$ cat src/rtl/booth_radix4_multiplier_if.sv
// Operand/product handshake bundle for booth_radix4_multiplier.
// A transfer happens on a rising edge where valid and ready are both 1; valid never waits on ready.
interface booth_radix4_multiplier_if #(
    parameter int N = 32
);
    logic           in_valid;
    logic           in_ready;
    logic [N-1:0]   a;
    logic [N-1:0]   b;
    logic           signed_mode;
    logic           out_valid;
    logic           out_ready;
    logic [2*N-1:0] c;

    modport master (
        output in_valid, a, b, signed_mode, out_ready,
        input  in_ready, out_valid, c
    );

    modport slave (
        input  in_valid, a, b, signed_mode, out_ready,
        output in_ready, out_valid, c
    );
endinterface

$ cat src/rtl/booth_radix4_multiplier.sv
// Sequential radix-4 Booth multiplier, one digit per enabled cycle, N/2+1 digits per product.
// Optional macro BOOTH_ZERO_BYPASS_EN: zero operands finish after a single cycle with c=0.
module booth_radix4_multiplier #(
    parameter int N = 32
) (
    input  logic                       clk,
    input  logic                       rst,
    input  logic                       en,
    booth_radix4_multiplier_if.slave   bus,
    output logic [1:0]                 dbg_state
);
    localparam int W      = N + 2;
    localparam int AW     = 2 * W;
    localparam int DIGITS = N / 2 + 1;
    localparam int CW     = $clog2(DIGITS + 1);
    localparam logic [CW-1:0] LAST = CW'(DIGITS - 1);

    typedef enum logic [1:0] {
        IDLE = 2'd0,
        CALC = 2'd1,
        DONE = 2'd2
    } state_t;

    state_t          state_q, state_d;
    logic            rdy_q;
    logic [CW-1:0]   cnt_q;
    logic [AW-1:0]   acc_q;
    logic [W-1:0]    ax_q;
    logic            prev_q;

    logic            accept;
    logic            zero_op;
    logic [W-1:0]    ax_in, bx_in;
    logic [W-1:0]    hi, lo;
    logic [W:0]      hi3, a3, pp, sum;
    logic [AW-1:0]   acc_step;

    assign dbg_state = state_q;

    // Operand extension and one Booth step: add digit*a to the upper half, then shift right by 2.
    always_comb begin
        ax_in    = bus.signed_mode ? {{2{bus.a[N-1]}}, bus.a} : {2'b00, bus.a};
        bx_in    = bus.signed_mode ? {{2{bus.b[N-1]}}, bus.b} : {2'b00, bus.b};
`ifdef BOOTH_ZERO_BYPASS_EN
        zero_op  = (bus.a == '0) || (bus.b == '0);
`else
        zero_op  = 1'b0;
`endif
        hi       = acc_q[AW-1:W];
        lo       = acc_q[W-1:0];
        hi3      = {hi[W-1], hi};
        a3       = {ax_q[W-1], ax_q};
        pp       = '0;
        case ({lo[1:0], prev_q})
            3'b001, 3'b010: pp = a3;
            3'b011:         pp = a3 << 1;
            3'b100:         pp = -(a3 << 1);
            3'b101, 3'b110: pp = -a3;
            default:        pp = '0;
        endcase
        // Sum is one bit wider than the upper half so 2a plus the running total cannot overflow.
        sum      = hi3 + pp;
        acc_step = {sum[W], sum, lo[W-1:2]};
    end

    always_comb begin
        state_d       = state_q;
        accept        = 1'b0;
        bus.in_ready  = 1'b0;
        bus.out_valid = 1'b0;
        case (state_q)
            IDLE: begin
                bus.in_ready = en && rdy_q;
                accept       = bus.in_valid && en && rdy_q;
                if (accept) state_d = CALC;
            end
            CALC: begin
                if (en && (cnt_q == LAST)) state_d = DONE;
            end
            DONE: begin
                bus.out_valid = 1'b1;
                if (en && bus.out_ready) state_d = IDLE;
            end
            default: state_d = IDLE;
        endcase
        bus.c = bus.out_valid ? acc_q[2*N-1:0] : '0;
    end

    always_ff @(posedge clk or negedge rst) begin
        if (!rst) begin
            state_q <= IDLE;
        end else if (en) begin
            state_q <= state_d;
        end
    end

    always_ff @(posedge clk or negedge rst) begin
        if (!rst) begin
            rdy_q  <= 1'b0;
            cnt_q  <= '0;
            acc_q  <= '0;
            ax_q   <= '0;
            prev_q <= 1'b0;
        end else if (en) begin
            rdy_q <= 1'b1;
            if (accept) begin
                prev_q <= 1'b0;
                if (zero_op) begin
                    // A single all-zero step on the last digit slot lands in DONE one cycle later.
                    ax_q  <= '0;
                    acc_q <= '0;
                    cnt_q <= LAST;
                end else begin
                    ax_q  <= ax_in;
                    acc_q <= {{W{1'b0}}, bx_in};
                    cnt_q <= '0;
                end
            end else if (state_q == CALC) begin
                acc_q  <= acc_step;
                prev_q <= lo[1];
                cnt_q  <= cnt_q + CW'(1);
            end
        end
    end
endmodule

$ cat src/flat_wrapper.sv
// flat-port wrapper written by rule: the top's interface ports become plain ports
module booth_radix4_multiplier_flat 
#(
    parameter int N = 32
)
  (clk, rst, en, dbg_state, bus_in_valid, bus_a, bus_b, bus_signed_mode, bus_out_ready, bus_in_ready, bus_out_valid, bus_c);
  booth_radix4_multiplier_if #(.N(N)) bus_i ();
  input  logic clk;
  input  logic rst;
  input  logic en;
  output logic [1:0] dbg_state;
  input wire logic [$bits(bus_i.in_valid)-1:0] bus_in_valid;
  input wire logic [$bits(bus_i.a)-1:0] bus_a;
  input wire logic [$bits(bus_i.b)-1:0] bus_b;
  input wire logic [$bits(bus_i.signed_mode)-1:0] bus_signed_mode;
  input wire logic [$bits(bus_i.out_ready)-1:0] bus_out_ready;
  output wire logic [$bits(bus_i.in_ready)-1:0] bus_in_ready;
  output wire logic [$bits(bus_i.out_valid)-1:0] bus_out_valid;
  output wire logic [$bits(bus_i.c)-1:0] bus_c;
  assign bus_i.in_valid = bus_in_valid;
  assign bus_i.a = bus_a;
  assign bus_i.b = bus_b;
  assign bus_i.signed_mode = bus_signed_mode;
  assign bus_i.out_ready = bus_out_ready;
  assign bus_in_ready = bus_i.in_ready;
  assign bus_out_valid = bus_i.out_valid;
  assign bus_c = bus_i.c;
  booth_radix4_multiplier #(.N(N)) u_core (.clk(clk), .rst(rst), .en(en), .bus(bus_i), .dbg_state(dbg_state));
endmodule
$ cat config.mk
export PLATFORM = sky130hd
export DESIGN_NAME = booth_radix4_multiplier_flat
export DESIGN_NICKNAME = d
export VERILOG_FILES = /design/src/rtl/booth_radix4_multiplier_if.sv /design/src/rtl/booth_radix4_multiplier.sv /design/src/flat_wrapper.sv
export SDC_FILE = /design/constraint.sdc
export NUM_CORES = 1
export LEC_CHECK = 0
export ABC_CLOCK_PERIOD_IN_PS = 5460
export BUFFER_PORTS_ARGS = -buffer_cell sky130_fd_sc_hd__buf_2
export CELL_PAD_IN_SITES_DETAIL_PLACEMENT = 1
export CELL_PAD_IN_SITES_GLOBAL_PLACEMENT = 1
export CORE_ASPECT_RATIO = 1.2
export CORE_UTILIZATION = 43
export CTS_BUF_LIST = sky130_fd_sc_hd__clkbuf_4 sky130_fd_sc_hd__clkbuf_8
export DETAILED_ROUTE_END_ITERATION = 16
export PLACE_DENSITY_LB_ADDON = 0.25
export SLEW_MARGIN = 20
export SYNTH_ARGS = -nofsm -noshare
export SYNTH_HDL_FRONTEND = slang
export SYNTH_SLANG_ARGS = --single-unit
$ cat constraint.sdc
create_clock -name clk -period 5.46 [get_ports clk]
set_clock_uncertainty 0.05 [all_clocks]
set_input_delay 0.819 -clock clk [delete_from_list [all_inputs] [get_ports clk]]
set_output_delay 0.819 -clock clk [all_outputs]
set_load 0.005 [all_outputs]
==> flow_summary.ini, run 1 <==
[sta]
final-hold-violation-count = 0
fin_setup_tns_ns = 0
rsz0062_at_grt = no
min_period_ns = 5.06
finalSetupViolations = 0
hold_ws_ns = 0.150
worstMarginPinSlew_ns = 1.03
timing.fmax_mhz = 197
fin_ws_ns = 0.395
slew_violations = 0
timing.final.crit_share = 0.928
relSlewSlack = 0.313

[logic_synthesis]
syn-num-nets = 1282
synth_area_leader_cell = dfrtp_1
yosysMostFrequentCell = nand2_1
synth_ff_type = dfrtp_1
syn_avg_cell_area_um2 = 7.51
synth_common_cells = nand2_1, dfrtp_1, clkbuf_1
yosysUniqueCellTypes = 67
syn_inst = 1174
async_flop_share = 1.00
synthTopCellsByArea = dfrtp_1, nand2_1, ha_1, and2_1, xnor2_1
synth_edf_count = 0
synth_seq_area_share = 0.309
synth_top_area_frac = 0.309
ys_warn_count = 0
syn_area_um2 = 8820
ys_ff_latch = 109

[worst_setup_path]
r2r_setup_slack_ns = 0.40
critical_path_class = reg2reg
cp_data_required_time_ns = 5.68
cp-end-kind = flop
crit-reg2reg-launch = u_core.ax_q[0]
critPathLaunchType = flop
ff2ff_path_depth = 20
cp_data_arrival_time_ns = 5.29
timing.rr.end = u_core.acc_q[62]
critPathMaxFanout = 5

[clocking]
cts_root_buffer = clkbuf_8
cts_sinks = 109
clk_path_buf_depth = 2
insertion_delay_ns = 0.42
htree_levels = 3
path_clk_slew_ns = 0.12
postCtsSetupBuffers = 0
cts-buffers-inserted = 9
tritoncts = built

[layout]
n_fill_cell = 2591
drive_above_1_share = 0.163
nNetsFinal = 1370
seq_area_um2 = 2730
diodes = 0
design_area_um2 = 9920
area_delta_synth_final_pct = 12.4
multi_input_area_um2 = 5720

[routing]
firstDrtPassIters = 5
drc = 0
drtIter0Drc = 517
routed_wl_um = 28300
viasPerCell = 5.83
drtAntennaViolNets = 0
vias = 8932
wl_per_cell_um = 18.5

[die]
io_pins = 138
core_um2 = 20200
die_area_um2 = 21100
initial_core_util = 0.437
dieWidth_um = 133
die_h_um = 159
fp-row-count = 57

[global_route]
grt_antenna_before_repair = 0
grt_pass1_vias = 8997
grt_pass1_wl_um = 46300
track_usage = 0.274
grt_max_degree = 98
grt.overflow.total = 0

[place]
globalplace.congestion = 0.908
port_buffers = 137
dpl_cell_area_um2 = 9720
hpwl_um = 20600
place_ws_ns = 0.332

[outcome]
status = finished clean

[power]
power.total_mw = 7.18
ir_drop_mv = 0.219
power_leakage_nw = 4.67
powerDensity_nw_per_um2 = 724

[min_path]
hold_path.class = in2async

[job]
maxCapViolations = 0
[registers in the layout, summed over array words and instances (netlist names)]
register and cells:
u_core.acc_q 67, u_core.ax_q 33, u_core.cnt_q 5, u_core.rdy_q 1, u_core.dbg_state 2, u_core.prev_q 1
[cell families (layout without fill, tap and decap cells)]
kind of cell | Yosys count | after routing | share of synthesized area
buffers and inverters | 104 | 197 | 0.0452
muxes | 14 | 14 | 0.0167
and+or+nand+nor | 538 | 538 | 0.281
adders and majority gates | 38 | 38 | 0.0547
xor gates and xnor gates | 74 | 74 | 0.0735
AOI/OAI and AO/OA | 297 | 297 | 0.219
DFF | 109 | 109 | 0.309
[cell type report]
| cell class | count | share of cell area |
|---|---|---|
| multi-input cells | 961 | 0.577 |
| flip-flops and latches | 109 | 0.275 |
| repair buffers | 163 | 0.0891 |
| well taps | 265 | 0.0334 |
| clock buffers | 10 | 0.0132 |
| inverters | 18 | 0.00681 |
| clock inverters | 6 | 0.00555 |
[per-stage QoR]
step                      cells  utilization
final                      1532        0.491
after global routing       1532        0.491
after CTS                  1532        0.491
after detailed placement   1516        0.482
after global placement     1516        0.482
after floorplan            1174            -
[power by group]
part           leakage (nW)  switching (mW)  internal (mW)
clock network        0.0972           0.332          0.182
registers              1.36           0.508           1.19
logic                  3.21            2.97           1.99
total                  4.67            3.81           3.37
[metal layers]
metal / GRT usage / up-vias / part of all wire
li1: - / 4287 / -
met1: 0.342 / 4411 / 0.44
met2: 0.467 / 186 / 0.48
met3: 0.0418 / 48 / 0.043
met4: 0.119 / 0 / 0.035
met5: 0 / - / 0
[cells in the final DEF (no fill, tap or decap), types with 6 or more instances in the layout]
cell,netlist,layout
o31ai_1,9,9
a221oi_1,16,16
o211ai_1,8,8
mux2i_1,8,8
a31oi_1,43,43
a21o_1,16,16
o21a_1,9,9
o21ai_0,73,73
nor2_1,75,75
clkbuf_8,0,9
buf_4,0,27
a22oi_1,13,13
inv_1,17,17
and3_1,6,6
a21oi_1,51,51
nand2_1,273,272
nand3_1,41,41
xnor2_1,47,47
o221ai_1,7,7
a211oi_1,9,9
nor4_1,6,6
xor2_1,27,27
o22ai_1,7,7
dfrtp_1,109,109
mux2_2,6,6
nand2b_1,7,7
buf_2,0,136
ha_1,37,37
nor3_1,14,14
or3_1,13,13
and2_1,68,67
[critical path, stage by stage (launching register included)]
cell and delay, ns:
dfrtp_1 0.44, inv_1 0.10, ha_1 0.21, nor4b_1 0.30, buf_4 0.19, nand2_1 0.07, or4_1 0.49, nand2_1 0.13
xnor2_1 0.08, a221oi_1 0.30, a31oi_1 0.07, ha_1 0.38, nand3_1 0.24, o211ai_1 0.25, o22ai_1 0.12, a2111oi_1 0.44
buf_4 0.19, o211ai_1 0.20, o311ai_2 0.41, xnor2_1 0.16, o21ai_0 0.10
[worst max-delay path by stage]
| stage | to | cells past startpoint | from | slack (ns) |
|---|---|---|---|---|
| 6_report | u_core.acc_q[62] | 20 | u_core.ax_q[0] | 0.40 |
| 5_1_grt | u_core.acc_q[62] | 20 | u_core.ax_q[0] | 0.01 |
| 4_1_cts | u_core.acc_q[62] | 20 | u_core.ax_q[0] | 0.26 |
| 3_5_place_dp | u_core.acc_q[62] | 20 | u_core.ax_q[0] | 0.33 |
| 3_3_place_gp | u_core.acc_q[62] | 20 | u_core.ax_q[1] | 0.45 |
| 2_1_floorplan | u_core.acc_q[66] | 18 | u_core.ax_q[13] | 0.83 |
[timing repair]
item	CTS	global route
setup endpoints to repair	0	2
hold buffers	0	0
resized for setup	0	2
Power figures use the tool's default switching activity.
==> run 2: changes to the inputs <==
--- a/config.mk
+++ b/config.mk
@@ -10,6 +10,7 @@
 export CELL_PAD_IN_SITES_DETAIL_PLACEMENT = 1
 export CELL_PAD_IN_SITES_GLOBAL_PLACEMENT = 1
 export CORE_ASPECT_RATIO = 1.2
+export CORE_MARGIN = 10
 export CORE_UTILIZATION = 43
 export CTS_BUF_LIST = sky130_fd_sc_hd__clkbuf_4 sky130_fd_sc_hd__clkbuf_8
 export DETAILED_ROUTE_END_ITERATION = 16
==> run 2 against run 1 <==
Effect of this change: global-route usage decreased by 4.9 points; cell count increased by 0.26%; largest power group unchanged; flip-flop and latch count unchanged; maximum frequency increased by 1.9%; sequential power about the same; critical path depth unchanged; clock power increased by 0.8%; via count increased by 0.21%.
==> flow_summary.ini, run 2 (same netlist as run 1, synthesis figures left out) <==
[outcome]
status = finished clean

[power]
power_leakage_nw = 4.69
power.total_mw = 7.25
ir_drop_mv = 0.259
powerDensity_nw_per_um2 = 727

[routing]
drc = 0
firstDrtPassIters = 5
drtIter0Drc = 471
routed_wl_um = 30100
viasPerCell = 5.83
vias = 8951
wl_per_cell_um = 19.6
drtAntennaViolNets = 0

[place]
hpwl_um = 22400
numPlacedInstances = 1517
globalplace.congestion = 0.917
dpl_cell_area_um2 = 9730
port_buffers = 137

[worst_setup_path]
critPathLaunchType = flop
crit_family = compound AO/OA/AOI/OAI gates
cp_data_required_time_ns = 5.68
critPathMaxFanout = 5
worstPathCellList = inv_1 > ha_1 > nor4b_2 > buf_4 > nand2_1 > or4_1 > nand2_1 > xnor2_1 > a221oi_1 > a31oi_1 > ha_1 > nand3_1 > nor2_1 > o311ai_0 > a2111oi_1 > buf_4 > o211ai_1 > o311ai_2 > xnor2_1 > o21ai_0
critical_path_class = reg2reg
slowest_stage = or4_1
slowest_delay_ns = 0.47
cp-end-kind = flop
path_buf_inv = 3
cp_data_arrival_time_ns = 5.20

[global_route]
grt_antenna_before_repair = 1
grt_pass1_vias = 9466
grt_pass1_wl_um = 49300
grt_max_degree = 92
grt.overflow.total = 0
track_usage = 0.226

[sta]
final-hold-violation-count = 0
finalSetupViolations = 0
slew_violations = 0
fin_setup_tns_ns = 0
relSlewSlack = 0.348
hold_ws_ns = 0.147
min_period_ns = 4.97
timing.fmax_mhz = 201
timing.final.crit_share = 0.911
worstMarginPinSlew_ns = 0.979

[die]
initial_core_util = 0.437
dieWidth_um = 151
io_pins = 138
core_um2 = 20200
die_area_um2 = 26700
die_h_um = 177
fp-row-count = 57

[layout]
reg_top3 = u_core.acc_q: 67 flops, u_core.ax_q: 33 flops, u_core.cnt_q: 5 flops
top_register = u_core.acc_q
nNetsFinal = 1373
finalNonFillerCells = 1536
final_common_cell = nand2_1
largest_reg_flops = 67
layout_common_cells = nand2_1, buf_2, dfrtp_1, nor2_1, o21ai_0
design_area_um2 = 9980
drive_above_1_share = 0.166
area_delta_synth_final_pct = 13.1

[clocking]
tritoncts = built
cts-buffers-inserted = 9
cts_root_buffer = clkbuf_8
cts_sinks = 109
clk_path_buf_depth = 2
insertion_delay_ns = 0.41
htree_levels = 3
path_clk_slew_ns = 0.13

[job]
maxCapViolations = 0

[min_path]
hold_path.class = in2async
run 2: cell count changes in the layout (fill, tap and decap cells not counted):
cell,delta
clkbuf_4,-1
nor2_2,+1
clkinv_2,+1
nor4b_1,-1
diode_2,+1
buf_16,+1
nor2_1,-1
clkinv_8,+1
buf_4,+2
inv_6,-1
nor4b_2,+1
run 2: timing repair:
action / in CTS / in global routing
setup endpoints to repair: 0 / 3
hold buffers: 0 / 0
buffers inserted: 0 / 1
gates resized for setup: 0 / 4
run 2: per-stage QoR:
step	setup slack, ns	utilization
6_report	0.487	0.494
5_1_grt	-0.0517	0.494
4_1_cts	0.246	0.492
3_5_place_dp	0.297	0.482
3_3_place_gp	0.560	0.482
2_1_floorplan	0.835	-
run 2: final timing paths:
check,end,from,depth (start not counted),slack [ns]
worst max-delay path,u_core.acc_q[62],u_core.ax_q[0],20,0.49
worst min-delay path,u_core.acc_q[37],rst,1,0.15
worst max register to register,u_core.acc_q[62],u_core.ax_q[0],20,0.49
worst min register to register,u_core.rdy_q,u_core.rdy_q,1,0.45
max in group asynchronous,u_core.acc_q[13],rst,2,4.15
min in group clk,u_core.rdy_q,u_core.rdy_q,1,0.45
run 2: report_power, final:
part | leakage [nW] | internal (mW) | switching [mW]
Clock | 0.0989 | 0.178 | 0.339
Sequential | 1.36 | 1.19 | 0.494
Combinational | 3.23 | 2.02 | 3.03
run 2: final cells by class:
class | instances | area (um2)
fillers | 2587 | 10200
well taps | 265 | 332
flip-flops and latches | 109 | 2730
diodes | 1 | 2.50
clock buffers | 9 | 124
inverters | 18 | 67.6
multi-input cells | 961 | 5730
clock inverters | 7 | 67.6
repair buffers | 166 | 926
run 2: metal layers:
layer / share of wire / wire length, um / vias up / track usage
li1: - / - / 4291 / -
met1: 0.43 / 12900 / 4431 / 0.277
met2: 0.48 / 14500 / 181 / 0.371
met3: 0.055 / 1640 / 48 / 0.0483
met4: 0.036 / 1080 / 0 / 0.0976
met5: 0 / 0 / - / 0
